### src/rtl/bit_position_sequencer_pkg.sv
// Shared widths, state encoding and a small mask helper for the bit position sequencer.
package bit_position_sequencer_pkg;

  localparam int MASK_W = 16;
  localparam int POS_W  = 4;

  // FSM encoding: plain constants for the state register, enum for the debug view.
  localparam logic [0:0] ST_IDLE = 1'b0;
  localparam logic [0:0] ST_BUSY = 1'b1;

  typedef enum logic [0:0] {
    IDLE = 1'b0,
    BUSY = 1'b1
  } state_e;

  // True when the mask has zero or one bit set; clearing the lowest set bit leaves nothing.
  function automatic logic at_most_one(input logic [MASK_W-1:0] m);
    logic [MASK_W-1:0] one;
    one = {{(MASK_W-1){1'b0}}, 1'b1};
    return ((m & (m - one)) == '0);
  endfunction

endpackage

### src/rtl/bit_position_sequencer_if.sv
// Mask-in / beat-out bus of the bit position sequencer.
//
// Handshake: on both channels a transfer happens on a rising clk edge where
// valid & ready are both 1. A producer holding valid keeps its payload stable
// until the transfer; valid never depends combinationally on ready on the
// producer side (here in_ready may depend on out_ready, never the reverse).
interface bit_position_sequencer_if;
  import bit_position_sequencer_pkg::*;

  logic              in_valid;
  logic              in_ready;
  logic [MASK_W-1:0] in_mask;
  logic              out_valid;
  logic              out_ready;
  logic [POS_W-1:0]  out_pos;
  logic [POS_W-1:0]  out_idx;
  logic              out_last;
  logic              out_zero;

  // Environment side: offers masks, consumes beats.
  modport master (
    output in_valid, in_mask, out_ready,
    input  in_ready, out_valid, out_pos, out_idx, out_last, out_zero
  );

  // Sequencer side.
  modport slave (
    input  in_valid, in_mask, out_ready,
    output in_ready, out_valid, out_pos, out_idx, out_last, out_zero
  );
endinterface

### src/rtl/bit_position_sequencer_lead_one_detect_16.sv
// Combinational leading-one detector: index of the highest set bit, plus all-zero flag.
module lead_one_detect_16
  import bit_position_sequencer_pkg::*;
(
  input  logic [MASK_W-1:0] mask,
  output logic [POS_W-1:0]  pos,
  output logic              zero
);

  // Scan upward so the highest set bit is the last (winning) assignment; 0 when empty.
  always_comb begin
    pos = '0;
    for (int i = 0; i < MASK_W; i++) begin
      if (mask[i]) pos = i[POS_W-1:0];
    end
  end

  assign zero = ~|mask;

endmodule

### src/rtl/bit_position_sequencer.sv
// Emits one beat per set bit of each accepted 16-bit mask, highest index first.
// A zero mask yields a single beat flagged out_zero. The next mask can be taken
// in the same cycle the final beat completes, so back-to-back masks have no bubble.
module bit_position_sequencer
  import bit_position_sequencer_pkg::*;
(
  input  logic                      clk,
  input  logic                      reset,
  bit_position_sequencer_if.slave   bus,
  output state_e                    state_dbg
);

  logic [0:0]        state;
  logic [MASK_W-1:0] rem;
  logic [POS_W-1:0]  idx;

  logic [POS_W-1:0]  lead_pos;
  logic              rem_zero;
  logic              busy;
  logic              last;
  logic              fire;
  logic              accept;
  logic [MASK_W-1:0] clear_bit;

  lead_one_detect_16 u_lod (
    .mask (rem),
    .pos  (lead_pos),
    .zero (rem_zero)
  );

  assign busy   = (state == ST_BUSY);
  assign last   = busy & at_most_one(rem);
  assign fire   = busy & bus.out_ready;
  assign accept = bus.in_valid & bus.in_ready;

  // One-hot of the bit being emitted, removed from the remaining mask on completion.
  assign clear_bit = {{(MASK_W-1){1'b0}}, 1'b1} << lead_pos;

  assign bus.in_ready  = ~busy | (fire & last);
  assign bus.out_valid = busy;
  assign bus.out_pos   = lead_pos;
  assign bus.out_idx   = idx;
  assign bus.out_last  = last;
  assign bus.out_zero  = busy & rem_zero;

  assign state_dbg = state_e'(state);

  // State, remaining mask and beat ordinal; reset wins over any handshake.
  always_ff @(posedge clk) begin
    if (!reset) begin
      state <= ST_IDLE;
      rem   <= '0;
      idx   <= '0;
    end else if (accept) begin
      state <= ST_BUSY;
      rem   <= bus.in_mask;
      idx   <= '0;
    end else if (fire) begin
      if (last) begin
        state <= ST_IDLE;
        rem   <= '0;
        idx   <= '0;
      end else begin
        rem <= rem & ~clear_bit;
        idx <= idx + 1'b1;
      end
    end
  end

endmodule

### src/flat_wrapper.sv
// flat-port wrapper written by rule: the top's interface ports become plain ports
module bit_position_sequencer_flat import bit_position_sequencer_pkg::*;
  (clk, reset, state_dbg, bus_in_valid, bus_in_mask, bus_out_ready, bus_in_ready, bus_out_valid, bus_out_pos, bus_out_idx, bus_out_last, bus_out_zero);
  bit_position_sequencer_if bus_i ();
  input  logic clk;
  input  logic reset;
  output state_e state_dbg;
  input wire logic [$bits(bus_i.in_valid)-1:0] bus_in_valid;
  input wire logic [$bits(bus_i.in_mask)-1:0] bus_in_mask;
  input wire logic [$bits(bus_i.out_ready)-1:0] bus_out_ready;
  output wire logic [$bits(bus_i.in_ready)-1:0] bus_in_ready;
  output wire logic [$bits(bus_i.out_valid)-1:0] bus_out_valid;
  output wire logic [$bits(bus_i.out_pos)-1:0] bus_out_pos;
  output wire logic [$bits(bus_i.out_idx)-1:0] bus_out_idx;
  output wire logic [$bits(bus_i.out_last)-1:0] bus_out_last;
  output wire logic [$bits(bus_i.out_zero)-1:0] bus_out_zero;
  assign bus_i.in_valid = bus_in_valid;
  assign bus_i.in_mask = bus_in_mask;
  assign bus_i.out_ready = bus_out_ready;
  assign bus_in_ready = bus_i.in_ready;
  assign bus_out_valid = bus_i.out_valid;
  assign bus_out_pos = bus_i.out_pos;
  assign bus_out_idx = bus_i.out_idx;
  assign bus_out_last = bus_i.out_last;
  assign bus_out_zero = bus_i.out_zero;
  bit_position_sequencer u_core (.clk(clk), .reset(reset), .bus(bus_i), .state_dbg(state_dbg));
endmodule
### config.mk
export PLATFORM = sky130hd
export DESIGN_NAME = bit_position_sequencer_flat
export DESIGN_NICKNAME = d
export VERILOG_FILES = /design/src/rtl/bit_position_sequencer_pkg.sv /design/src/rtl/bit_position_sequencer_if.sv /design/src/rtl/bit_position_sequencer_lead_one_detect_16.sv /design/src/rtl/bit_position_sequencer.sv /design/src/flat_wrapper.sv
export SDC_FILE = /design/constraint.sdc
export NUM_CORES = 1
export LEC_CHECK = 0
export CAP_MARGIN = 20
export CORE_MARGIN = 2
export CORE_UTILIZATION = 51
export DETAILED_ROUTE_END_ITERATION = 16
export HOLD_SLACK_MARGIN = 0.12
export PLACE_DENSITY = 0.88
export SLEW_MARGIN = 20
export SYNTH_ARGS = -nofsm -noshare
export SYNTH_HDL_FRONTEND = slang
export SYNTH_SLANG_ARGS = --single-unit
### constraint.sdc
create_clock -name clk -period 5.8 [get_ports clk]
set_clock_uncertainty 0.15 [all_clocks]
set_input_delay 1.16 -clock clk [delete_from_list [all_inputs] [get_ports clk]]
set_output_delay 1.16 -clock clk [all_outputs]
set_load 0.02 [all_outputs]
[Word-level counts from Yosys, hierarchy flattened]
Cells that the tools add are included.
Word-level totals
  output and inout bits: 13
  flip-flop bits (word level): 21
  bits of input ports: 20
Cells by class
  multiplexer cells: 22
  bitwise gates (word level): 11
  reduce and logical (&&, ||, !) cells: 7
  shifts and indexed selects: 1
  $add $sub $neg: 2
Operators by type and width (number)
  4-bit 2-to-1 mux: 15
  16-bit 2-to-1 mux: 3
  16-bit bitwise AND: 2
  16-bit zero test: 1
  16-bit inverter: 1
  16-bit OR reduction: 1
  1-bit by 4-bit << shifter with 16-bit output, first input constant: 1
  16-bit by 1-bit subtractor with 16-bit output, second input constant: 1
  1-bit bitwise AND: 5
  4-bit by 1-bit adder with 4-bit output, second input constant: 1
  1-bit 2-to-1 mux: 4
  2-bit nonzero test: 2
  1-bit inverter: 2
  2-bit AND reduction: 1
  2-bit OR reduction: 1
  1-bit zero test: 1
  1-bit bitwise OR: 1

[Logic depth before layout (Yosys ltp)]
Gate-level depths: netlist (run 1).
  word-level depth: 21
  depth in mapped cells: 10

[Cells and area by module]
A second synthesis (run 1) with hierarchy kept.
Unflattened totals
  cell total of the unflattened synthesis: 155
  area total of the unflattened synthesis: 1338.8 µm²
By module, submodules not included
  bit_position_sequencer: sequential area each 420.4 µm², cells an instance 126, instances 1, area an instance 1177.4 µm²
  lead_one_detect_16: sequential area each 0.0 µm², cells an instance 29, instances 1, area an instance 161.4 µm²

[Least setup slack after synthesis (run 1)]
Ideal clock, no wire load.
  kind: flip-flop to output port
  start point: register u_core.rem[6]
  end point: output port bus_in_ready
  path buffers: 1
  setup slack: 2389 ps
  stages on the path, launching flop included: 7
  arrival: 2101 ps
  data required time: 4490 ps
  path through: dfxtp_1 -> buf_6 -> or4_4 -> maj3_2 -> nor3_2 -> nand3_1 -> o41ai_2
On the way
  longest elaborated chain between the ends: 6
Ends and longest elaborated chain
  start, declared: line bit_position_sequencer.sv:14  | logic [MASK_W-1:0] rem;
  start signal, assigned: line bit_position_sequencer.sv:56  | rem <= bus.in_mask;
  start signal, assigned: line bit_position_sequencer.sv:64  | rem <= rem & ~clear_bit;
  16-bit by 1-bit subtractor with 16-bit output: line bit_position_sequencer_pkg.sv:20  | return ((m & (m - one)) == '0);
  16-bit bitwise AND *: line bit_position_sequencer_pkg.sv:20
  16-bit zero test *: line bit_position_sequencer_pkg.sv:20
  1-bit bitwise AND *: line bit_position_sequencer.sv:32  | assign last = busy & at_most_one(rem);
  1-bit bitwise AND *: line bit_position_sequencer.sv:39  | assign bus.in_ready = ~busy | (fire & last);
  1-bit bitwise OR *: line bit_position_sequencer.sv:39
  end, declared: line flat_wrapper.sv:11  | output wire logic [$bits(bus_i.in_ready)-1:0] bus_in_ready;
Mark *: on every way between the ends. The rest lies on a longest branch, timed or not.

[Worst setup path in the final report (run 1)]
  start point: register u_core.rem[4]
  end point: output port bus_in_ready
The elaborated chain is that of the path after synthesis.

==> results.md, run 1 <==
* Status: finished, final reports clean
* Final net count at 201
* Crit path cell chain: nor4_1, nand2_1, o41ai_1, nand3_1, o41ai_2, clkdlybuf4s50_1
* Share of layout cells above drive strength 1 at 10.1%
* Layout Cells excl Fill at 209
* Clock H-tree levels at 1
* Root buffer cell: clkbuf_4
* Synthesized net count at 171
* Fin util at 65.7%
* YS warnings at 0
* Final setup viols at 0
* Post-CTS Setup Bufs at 0
* Slew Viols, Final at 0
* Layout area overhead at 25.6%
* Drt wl/cell at 15.8 um
* Antenna diodes at 0
* Slew margin rel. at 57.5%
* All-Layer GR Usage at 24.9%
* Critical path peak fanout at 7
* Post-CTS sizing at 0
* Core area at 0.00241 sq mm
* Ys flop type: dfxtp_1
* Critical Path AT at 3.11 ns
* Top Family by Delay on Critical Path: simple AND/OR/NAND/NOR gates
* R2r startpoint: u_core.rem[4]
* Synth cell types at 47
* Final Cycle Share at 76.2%
* Placed cells at 205
* CP max stage cell: clkdlybuf4s50_1
* DR pass1 iterations at 4
* Routed WL at 3.30 mm
* First-pass GRT wire length at 5.21 mm
* Worst skew pair latency at 0.30 ns
* Number of synthesized flops with an enable pin at 0
* Maximum number of pins on one net before global-route repair at 17
* Crit Path Class: register to primary output
* Gpl congestion at 0.907
* Startpoint class of the critical path: register
* VDD IR max at 189 uV
* Critical Path Max Stage Delay at 0.69 ns
* Tmin final at 4.42 ns
* CTS hold repair buffers at 0
* Critical Path RT at 4.49 ns
* Die Y at 53.7 um
* Critical Path End Type: primary output
* # IOs at 33
* Post-synthesis instance total at 150
* # rows at 18
* Post-synthesis sequential area ratio at 33.3%
* CTS tree: built
* Hold wc startpoint: u_core.bus.out_idx[3]
* CTS Buffer Depth at 2
* CP Launch Point: u_core.rem[4]
* Final hold vios at 0
* Die width at 53.7 um
* Setup TNS at 0 ns
* Worst Hold Class: register to register
* 1st-iter DRT viols at 59
* Pwr dens at 243 mW/mm^2
* RSZ-0062 raised after global routing: false
* Worst-path clk slew at 0.12 ns
* Starting Density at 52.3%
* Fill cells at 200
* Register bit total from synthesis at 21
* Post-Syn Area at 0.00126 sq mm
* Pleak at 0.606 nW
* Slew @ Worst Pin at 0.631 ns
* Die ar. at 0.00289 sq mm
* Vias per cell at 6.25
* Worst Path Buf+Inv at 1
* Asr flop ratio synth at 0%
* Remaining antenna violation count at 0
* Post-DP HPWL at 2.49 mm
* Mean post-synth cell area at 8.41 sq um
* Global route overflow at 0
* Post-route DRC at 0
* Achievable Freq at 226 MHz
* Vias in the first global route at 1146
* Clock Sinks at 21
* CTS buffer count at 3
* Max-cap violations at 0
* Vias at 1307
* Initial antenna violation count at 0
* PortBufs at 32
-- registers in the layout (all words and copies together) (netlist names) --
name                  cells
u_core.rem               16
u_core.bus.out_idx        4
u_core.bus.out_valid      1
-- per-stage QoR --
stage	power, mW	setup slack, ns	hold WS, ns	cell area (sq um)
floorplan	0.260	2.39	0.349	1260
global placement	0.309	1.63	0.347	1560
detailed placement	0.312	1.57	0.357	1560
CTS	0.382	1.39	0.382	1580
global route	0.404	1.07	0.408	1580
finish	0.384	1.38	0.374	1580
-- cell usage in the layout, fill, tap and decap left out, types with 2 or more instances in the layout --
cell and n:
nor2b_1 2, inv_1 6, a22o_2 2, a21oi_1 6, nand3_1 3, o311a_1 5, nand2_1 14, a32o_1 3
nand4_1 3, nand3b_1 2, a31oi_1 2, o21ai_0 9, xor2_1 2, dfxtp_1 21, nor3_1 6, o2bb2ai_1 3
a21o_2 6, clkbuf_4 3, nand2b_1 4, nor2_1 14, o31ai_1 2, clkdlybuf4s50_1 32, and2_1 2, nor4_1 5
-- power breakdown --
group / internal (mW) / switching [mW]
registers: 0.153 / 0.0159
clock network: 0.0268 / 0.0446
logic: 0.0634 / 0.0803
total: 0.243 / 0.141
-- synthesized netlist by cell type, types with 3 or more instances --
cell / n / share of area (%)
nor2_1: 14 / 4.2
nor3_1: 6 / 2.4
nor4_1: 5 / 2.5
clkbuf_1: 3 / 0.89
dfxtp_1: 21 / 33
nand3_1: 3 / 1.2
nand4_1: 3 / 1.5
o311a_1: 5 / 4.0
o21ai_0: 9 / 3.6
a21oi_1: 6 / 2.4
nand2_1: 14 / 4.2
nand2b_1: 4 / 2.0
a21o_2: 6 / 4.2
inv_1: 6 / 1.8
a32o_1: 3 / 2.4
o2bb2ai_1: 3 / 2.1
-- per-layer routing --
metal	wire [um]	vias to the layer above	global-route usage, %
met5	0	-	0
met4	72	0	12.4
met3	230	8	3.61
met2	1560	69	38.4
met1	1440	601	33.7
li1	-	629	-
-- cell families after synthesis --
kind of cell / Yosys count / synth area share (%)
simple gates: 60 / 24.2
compound gates: 51 / 31.8
flops: 21 / 33.3
buf+inv: 13 / 6.65
xor+xnor: 3 / 2.08
fa+ha+maj: 2 / 1.88
-- area by class of cell --
class                      count  area, sq um  area share (%)
multi-input combinational    116          757            47.8
sequential                    21          420            26.5
timing repair buffer          32          320            20.2
tap                           30         37.5            2.37
clock buffer                   4         26.3            1.66
inverter                       6         22.5            1.42
-- worst register-to-register path, stage by stage (launching register included) --
cell,delay [ns]
dfxtp_1,0.39
nor4_1,0.58
nand2_1,0.20
o41ai_1,0.29
nand3_1,0.17
o41ai_2,0.48
and3_1,0.60
a221o_2,0.25
-- worst paths after layout --
check | endpoint | slack (ns) | cells after the start
min | u_core.bus.out_idx[3] | 0.37 | 2
max | bus_in_ready | 1.38 | 6
min reg2reg | u_core.bus.out_idx[3] | 0.37 | 2
max reg2reg | u_core.rem[3] | 2.64 | 7
(Power assumes the default switching activity.)
==> inputs of run 2 (changes only) <==
Settings changed: CORE_UTILIZATION 51 to 48, PLACE_DENSITY 0.88 to 0.84.
Clock period 5.8 ns to 4.15 ns, I/O delays scaled along.
==> run 2 against run 1 <==
First-iteration DRC count rose by 12%. Sequential power is 40% higher. Wire length increased by 1.5%. Register-to-register slack lost 1.5 ns.
==> results.md, run 2 (synthesis gave the netlist of run 1 again) <==
* Crit Path Class: register to primary output
* Die Y at 55.3 um (+2.8%)
* Post-route DRC at 0 (unchanged)
* Vias in the first global route at 1181 (+3.1%)
* Gpl congestion at 0.948 (+4.5%)
* Switching share of power at 36.4% (-0.19 points)
* Tmin final at 3.92 ns
* Internal at 345 uW (+42%)
* Starting Density at 50.9% (-1.4 points)
* Max FFs per register at 16 (unchanged)
* Maximum number of pins on one net before global-route repair at 17 (unchanged)
* # IOs at 33 (unchanged)
* DR pass1 iterations at 4 (unchanged)
* Startpoint class of the critical path: register
* Final setup viols at 0 (unchanged)
* Clock Sinks at 21 (unchanged)
* Post-DP HPWL at 2.66 mm (+6.7%)
* Root buffer cell: clkbuf_4
* Most frequent cells in the layout: clkdlybuf4s50_1 (32), dfxtp_1 (21), nor2_1 (14), nand2_1 (14), o21ai_0 (9)
* CP Launch Point: u_core.rem[4]
* Clock H-tree levels at 1 (unchanged)
* Worst skew pair latency at 0.30 ns (about the same)
* Overall power at 542 uW (+41%)
* Worst Hold Class: register to register
* Die ar. at 0.00305 sq mm (+5.8%)
* Vias per cell at 6.16 (-1.6%)
* Pwr dens at 339 mW/mm^2 (+40%)
* First-pass GRT wire length at 5.72 mm (+9.8%)
* VDD IR max at 235 uV (+25%)
* Post-CTS Setup Bufs at 0 (unchanged)
* Status: finished, final reports clean
* Register area at 420 sq um (unchanged)
* Layout area overhead at 26.8%
* Final Cycle Share at 94.5%
* Combinational share of power at 38.0% (+0.6 points)
* Initial antenna violation count at 0 (unchanged)
* CTS hold repair buffers at 0 (unchanged)
* Antenna diodes at 0 (unchanged)
* PortBufs at 32 (unchanged)
* Worst-path clk slew at 0.12 ns (about the same)
* Share of layout cells above drive strength 1 at 11.0% (+0.99 points)
* Vias at 1299 (-0.61%)
* 1st-iter DRT viols at 66 (+12%)
* Sw Pwr at 198 uW (+40%)
* Setup TNS at 0 ns (unchanged)
* Critical path peak fanout at 7 (unchanged)
* Critical Path AT at 2.94 ns (-0.17 ns)
* Core area at 0.00248 sq mm (+2.8%)
* Hold wc startpoint: u_core.bus.out_idx[1]
* Final net count at 203 (+1.0%)
* # rows at 18 (unchanged)
* Final hold vios at 0 (unchanged)
* Slew Viols, Final at 0 (unchanged)
* Drt wl/cell at 15.8 um (+0.49%)
* Proportion of power drawn by the clock network at 18.5% (about the same)
* Commonest non-fill, non-tap cell in the layout: clkdlybuf4s50_1
* Post-CTS sizing at 0 (unchanged)
* Max-cap violations at 0 (unchanged)
* Multi-input logic area at 757 sq um (unchanged)
* R2r startpoint: u_core.rem[4]
* RSZ-0062 raised after global routing: false
* CTS Buffer Depth at 2 (unchanged)
* Remaining antenna violation count at 0 (unchanged)
* All-Layer GR Usage at 22.9% (-2.1 points)
* CTS buffer count at 3 (unchanged)
* Slew @ Worst Pin at 0.592 ns (-0.0391 ns)
* Achievable Freq at 255 MHz
* Global route overflow at 0 (unchanged)
* CTS tree: built
* Hold Slack at 0.374 ns (+0.000495 ns)
* Routed WL at 3.34 mm (+1.5%)
* Die width at 55.3 um (+2.8%)
* Slew margin rel. at 60.5% (+3.0 points)
* Largest Register: u_core.rem
* Critical Path End Type: primary output
* Fill cells at 232 (+16%)
* Seq pwr share at 43.5% (-0.5 points)
* Critical Path RT at 3.17 ns (-1.32 ns)
* Fin util at 64.5% (-1.2 points)
* Pleak at 0.615 nW (+1.6%)
-- run 2: changes by cell type in the layout (fill, tap and decap cells not counted) --
cell   change
buf_4      +2
-- run 2: per-stage QoR --
step                      instance area [sq um]  worst slack, ns  instances
final                                      1600            0.227        211
after global routing                       1600           0.0763        211
after CTS                                  1600            0.225        211
after detailed placement                   1570            0.570        207
after global placement                     1570            0.603        207
after floorplan                            1260             1.07        150
-- run 2: final timing paths --
| path | end | slack [ns] | cells after the start |
|---|---|---|---|
| worst min register to register | u_core.bus.out_idx[1] | 0.37 | 2 |
| worst min-delay path | u_core.bus.out_idx[1] | 0.37 | 2 |
| worst max-delay path | bus_in_ready | 0.23 | 6 |
| worst max register to register | u_core.rem[3] | 1.12 | 7 |
-- run 2: cell type report --
type | count | share of cell area, %
timing repair buffer | 34 | 21.0
multi-input combinational | 116 | 47.3
tap | 30 | 2.35
inverter | 6 | 1.41
clock buffer | 4 | 1.64
sequential | 21 | 26.3
-- run 2: routing by layer --
layer | track usage [%] | wire [um]
met2 | 33.7 | 1510
met4 | 7.32 | 65
met5 | 0 | 0
met1 | 34.5 | 1570
met3 | 2.81 | 202
-- run 2: critical path, stage by stage, from the launching register on --
cell             delay (ns)
dfxtp_1                0.39
or4_4                  0.56
maj3_2                 0.32
nor3_2                 0.10
nand3_1                0.13
o41ai_2                0.47
clkdlybuf4s50_1        0.68
-- run 2: power groups by stage --
stage | clock network (mW) | logic, mW | registers (mW)
floorplan | 0 | 0.129 | 0.235
global placement | 0 | 0.203 | 0.239
detailed placement | 0 | 0.204 | 0.240
CTS | 0.102 | 0.204 | 0.235
global route | 0.112 | 0.222 | 0.239
finish | 0.101 | 0.206 | 0.236
==> inputs of run 3 (changes only) <==
Settings changed: CORE_UTILIZATION 48 to 49, SYNTH_HIERARCHICAL set to 1.
==> run 3 against run 2 <==
Power rose by 19%. Clock power barely moved. Synthesized area rose by 6.2%. Utilization rose by 3.9 points. Register-to-register slack got worse by 0.15 ns. Final area rose by 8.0%. Sequential power rose by 6%. First-iteration DRC count fell by 6.1%. Worst setup slack got worse by 0.046 ns. Largest power group is now combinational cells.
==> results.md, run 3 <==
* Status: finished, final reports clean
* Ys flop type: dfxtp_1
* Die ar. at 0.00317 sq mm (+3.7%)
* Design Area, Final at 0.00173 sq mm (+8.0%)
* Final hold vios at 0 (unchanged)
* Drt wl/cell at 15.4 um (-3.0%)
* DR pass1 iterations at 4 (unchanged)
* Slew Viols, Final at 0 (unchanged)
* Routed WL at 3.40 mm (+1.6%)
* Max FFs per register at 16 (unchanged)
* Post-DP HPWL at 2.55 mm (-3.9%)
* Gpl congestion at 0.921 (-2.8%)
* Worst skew pair latency at 0.31 ns (about the same)
* Worst Hold Class: register to register
* Vias in the first global route at 1232 (+4.3%)
* Mean post-synth cell area at 8.64 sq um (+2.7%)
* Reg2Reg Capture Point: u_core/rem[5]
* Ranking of synthesized cells by area: dfxtp_1 (31%), o2bb2ai_2 (9.0%), o21ai_0 (8.2%)
* # rows at 18 (unchanged)
* Register area at 420 sq um (unchanged)
* Number of synthesized flops with an enable pin at 0 (unchanged)
* Post-CTS sizing at 0 (unchanged)
* Core area at 0.00252 sq mm (+1.8%)
* Layout Cells excl Fill at 221 (+4.7%)
* Largest Register: u_core/rem
* Post-route DRC at 0 (unchanged)
* R2R cell count at 7 (unchanged)
* Slew margin rel. at 34.4% (-26 points)
* Vias at 1368 (+5.3%)
* Tmin final at 3.97 ns (+0.0461 ns)
* CTS buffer count at 3 (unchanged)
* Starting Density at 53.1% (+2.2 points)
* Top-area cell type share of the netlist area at 31.4% (-1.9 points)
* Top-count cell post-synth: o21ai_0
* Post-synthesis sequential area ratio at 31.4% (-1.9 points)
* Root buffer cell: clkbuf_4
* Vias per cell at 6.19 (+0.55%)
* 1st-iter DRT viols at 62 (-6.1%)
* CP Launch Point: u_core/rem[1]
* Worst-path clk slew at 0.13 ns (about the same)
* Global route overflow at 0 (unchanged)
* Commonest non-fill, non-tap cell in the layout: clkdlybuf4s50_1
* Die Y at 56.3 um (+1.8%)
* Pre-CTS setup slack at 0.459 ns (-0.111 ns)
* Achievable Freq at 252 MHz (-1.2%)
* VDD IR max at 308 uV (+31%)
* Critical path peak fanout at 6 (-1)
* Max-cap violations at 0 (unchanged)
* Share of layout cells above drive strength 1 at 13.1% (+2.0 points)
* Post-synthesis instance total at 155 (+3.3%)
* Pwr dens at 375 mW/mm^2 (+11%)
* Synthesized net count at 176 (+2.9%)
* Clock H-tree levels at 1 (unchanged)
* Most frequent cells in the layout: clkdlybuf4s50_1 (32), o21ai_0 (22), dfxtp_1 (21)
* Final setup viols at 0 (unchanged)
* PortBufs at 32 (unchanged)
* Die width at 56.3 um (+1.8%)
* Critical Path AT at 2.99 ns (+0.05 ns)
* Clock Sinks at 21 (unchanged)
* Fill cells at 220 (-5.2%)
* All-Layer GR Usage at 22.2% (-0.63 points)
* # IOs at 33 (unchanged)
* Most frequent cells after synthesis: o21ai_0 (22), dfxtp_1 (21), nor2_1 (19)
* Slew @ Worst Pin at 0.981 ns (+0.389 ns)
* CTS hold repair buffers at 0 (unchanged)
* Multi-input logic area at 873 sq um (+15%)
* Critical Path Sink: bus_in_ready
* Post-synth top area cell: dfxtp_1
* RSZ-0062 raised after global routing: false
* Reg-to-reg setup timing slack at 0.97 ns (-0.15 ns)
* YS warnings at 6 (+6)
* Initial antenna violation count at 0 (unchanged)
* Pleak at 0.587 nW (-4.6%)
* Remaining antenna violation count at 0 (unchanged)
* CTS Buffer Depth at 2 (unchanged)
* Critical Path End Type: primary output
* Placed cells at 214 (+3.4%)
* CTS tree: built
* Placed inst area at 0.00167 sq mm (+6.4%)
* Post-Syn Area at 0.00134 sq mm (+6.2%)
* Register bit total from synthesis at 21 (unchanged)
* Maximum number of pins on one net before global-route repair at 19 (+2)
* Critical Path RT at 3.17 ns (about the same)
* Startpoint class of the critical path: register
* Layout area overhead at 29.0%
* R2r startpoint: u_core/rem[1]
* Setup TNS at 0 ns (unchanged)
* PnR worst setup slack at 0.181 ns (-0.0461 ns)
* Antenna diodes at 0 (unchanged)
* Final Cycle Share at 95.6% (+1.1 points)
* Final net count at 213 (+4.9%)
* First-pass GRT wire length at 5.64 mm (-1.3%)
* Post-CTS Setup Bufs at 0 (unchanged)
* Asr flop ratio synth at 0% (unchanged)
* Synth cell types at 44 (-6.4%)
* Crit Path Class: register to primary output
==> run 3: worst min-delay path by stage <==
| stage | startpoint | to | slack (ns) | cells after the start |
|---|---|---|---|---|
| 2_1_floorplan | u_core/rem[2] | u_core/rem[2] | 0.34 | 2 |
| 3_3_place_gp | u_core/bus.out_idx[3] | u_core/bus.out_idx[3] | 0.32 | 2 |
| 3_5_place_dp | u_core/bus.out_idx[3] | u_core/bus.out_idx[3] | 0.35 | 2 |
| 4_1_cts | u_core/bus.out_idx[3] | u_core/bus.out_idx[3] | 0.37 | 2 |
| 5_1_grt | u_core/bus.out_idx[3] | u_core/bus.out_idx[3] | 0.40 | 2 |
| 6_report | u_core/bus.out_idx[3] | u_core/bus.out_idx[3] | 0.36 | 2 |
==> run 3: power breakdown <==
| group | total, mW | switching, mW | internal (mW) |
|---|---|---|---|
| sequential | 0.251 | 0.0322 | 0.218 |
| clock | 0.103 | 0.0664 | 0.0368 |
| combinational | 0.293 | 0.164 | 0.130 |
==> run 3: routing by layer <==
| metal | vias to the layer above | GRT usage, % | share of wire, % |
|---|---|---|---|
| met5 | - | 0 | 0 |
| met4 | 0 | 5.10 | 1.2 |
| met3 | 7 | 5.07 | 6.2 |
| met2 | 59 | 39.2 | 52 |
| met1 | 631 | 27.4 | 40 |
| li1 | 671 | - | - |
==> run 3: critical path, cell delays in order, from the launching register on <==
cell             delay, ns
dfxtp_1               0.37
or4_4                 0.57
nor3_4                0.17
nand4_1               0.12
a2111o_1              0.48
nor3_1                0.22
nand2b_1              0.13
clkdlybuf4s50_1       0.60
==> run 3: stage by stage <==
stage	hold WS, ns	total power [mW]	utilization, %
after floorplan	0.342	0.432	-
after global placement	0.320	0.525	66.4
after detailed placement	0.351	0.533	66.4
after CTS	0.368	0.637	67.6
after global routing	0.398	0.685	68.5
final	0.361	0.647	68.5
==> run 3: final cells by class <==
class                      instances  share of cell area (%)
clock inverter                     1                   0.435
tap                               30                    2.17
inverter                           4                   0.870
sequential                        21                    24.3
clock buffer                       3                    1.30
multi-input combinational        126                    50.6
timing repair buffer              36                    20.3
==> run 3: kinds of logic after synthesis <==
logic type	count (synthesis)	share of synthesized area (%)
AND/OR/NAND/NOR	62	24.9
adder cells (fa/ha/maj)	2	1.68
XOR/XNOR	1	0.654
AO/OA/AOI/OAI	61	38.0
buffers and inverters	8	3.36
flip-flops	21	31.4
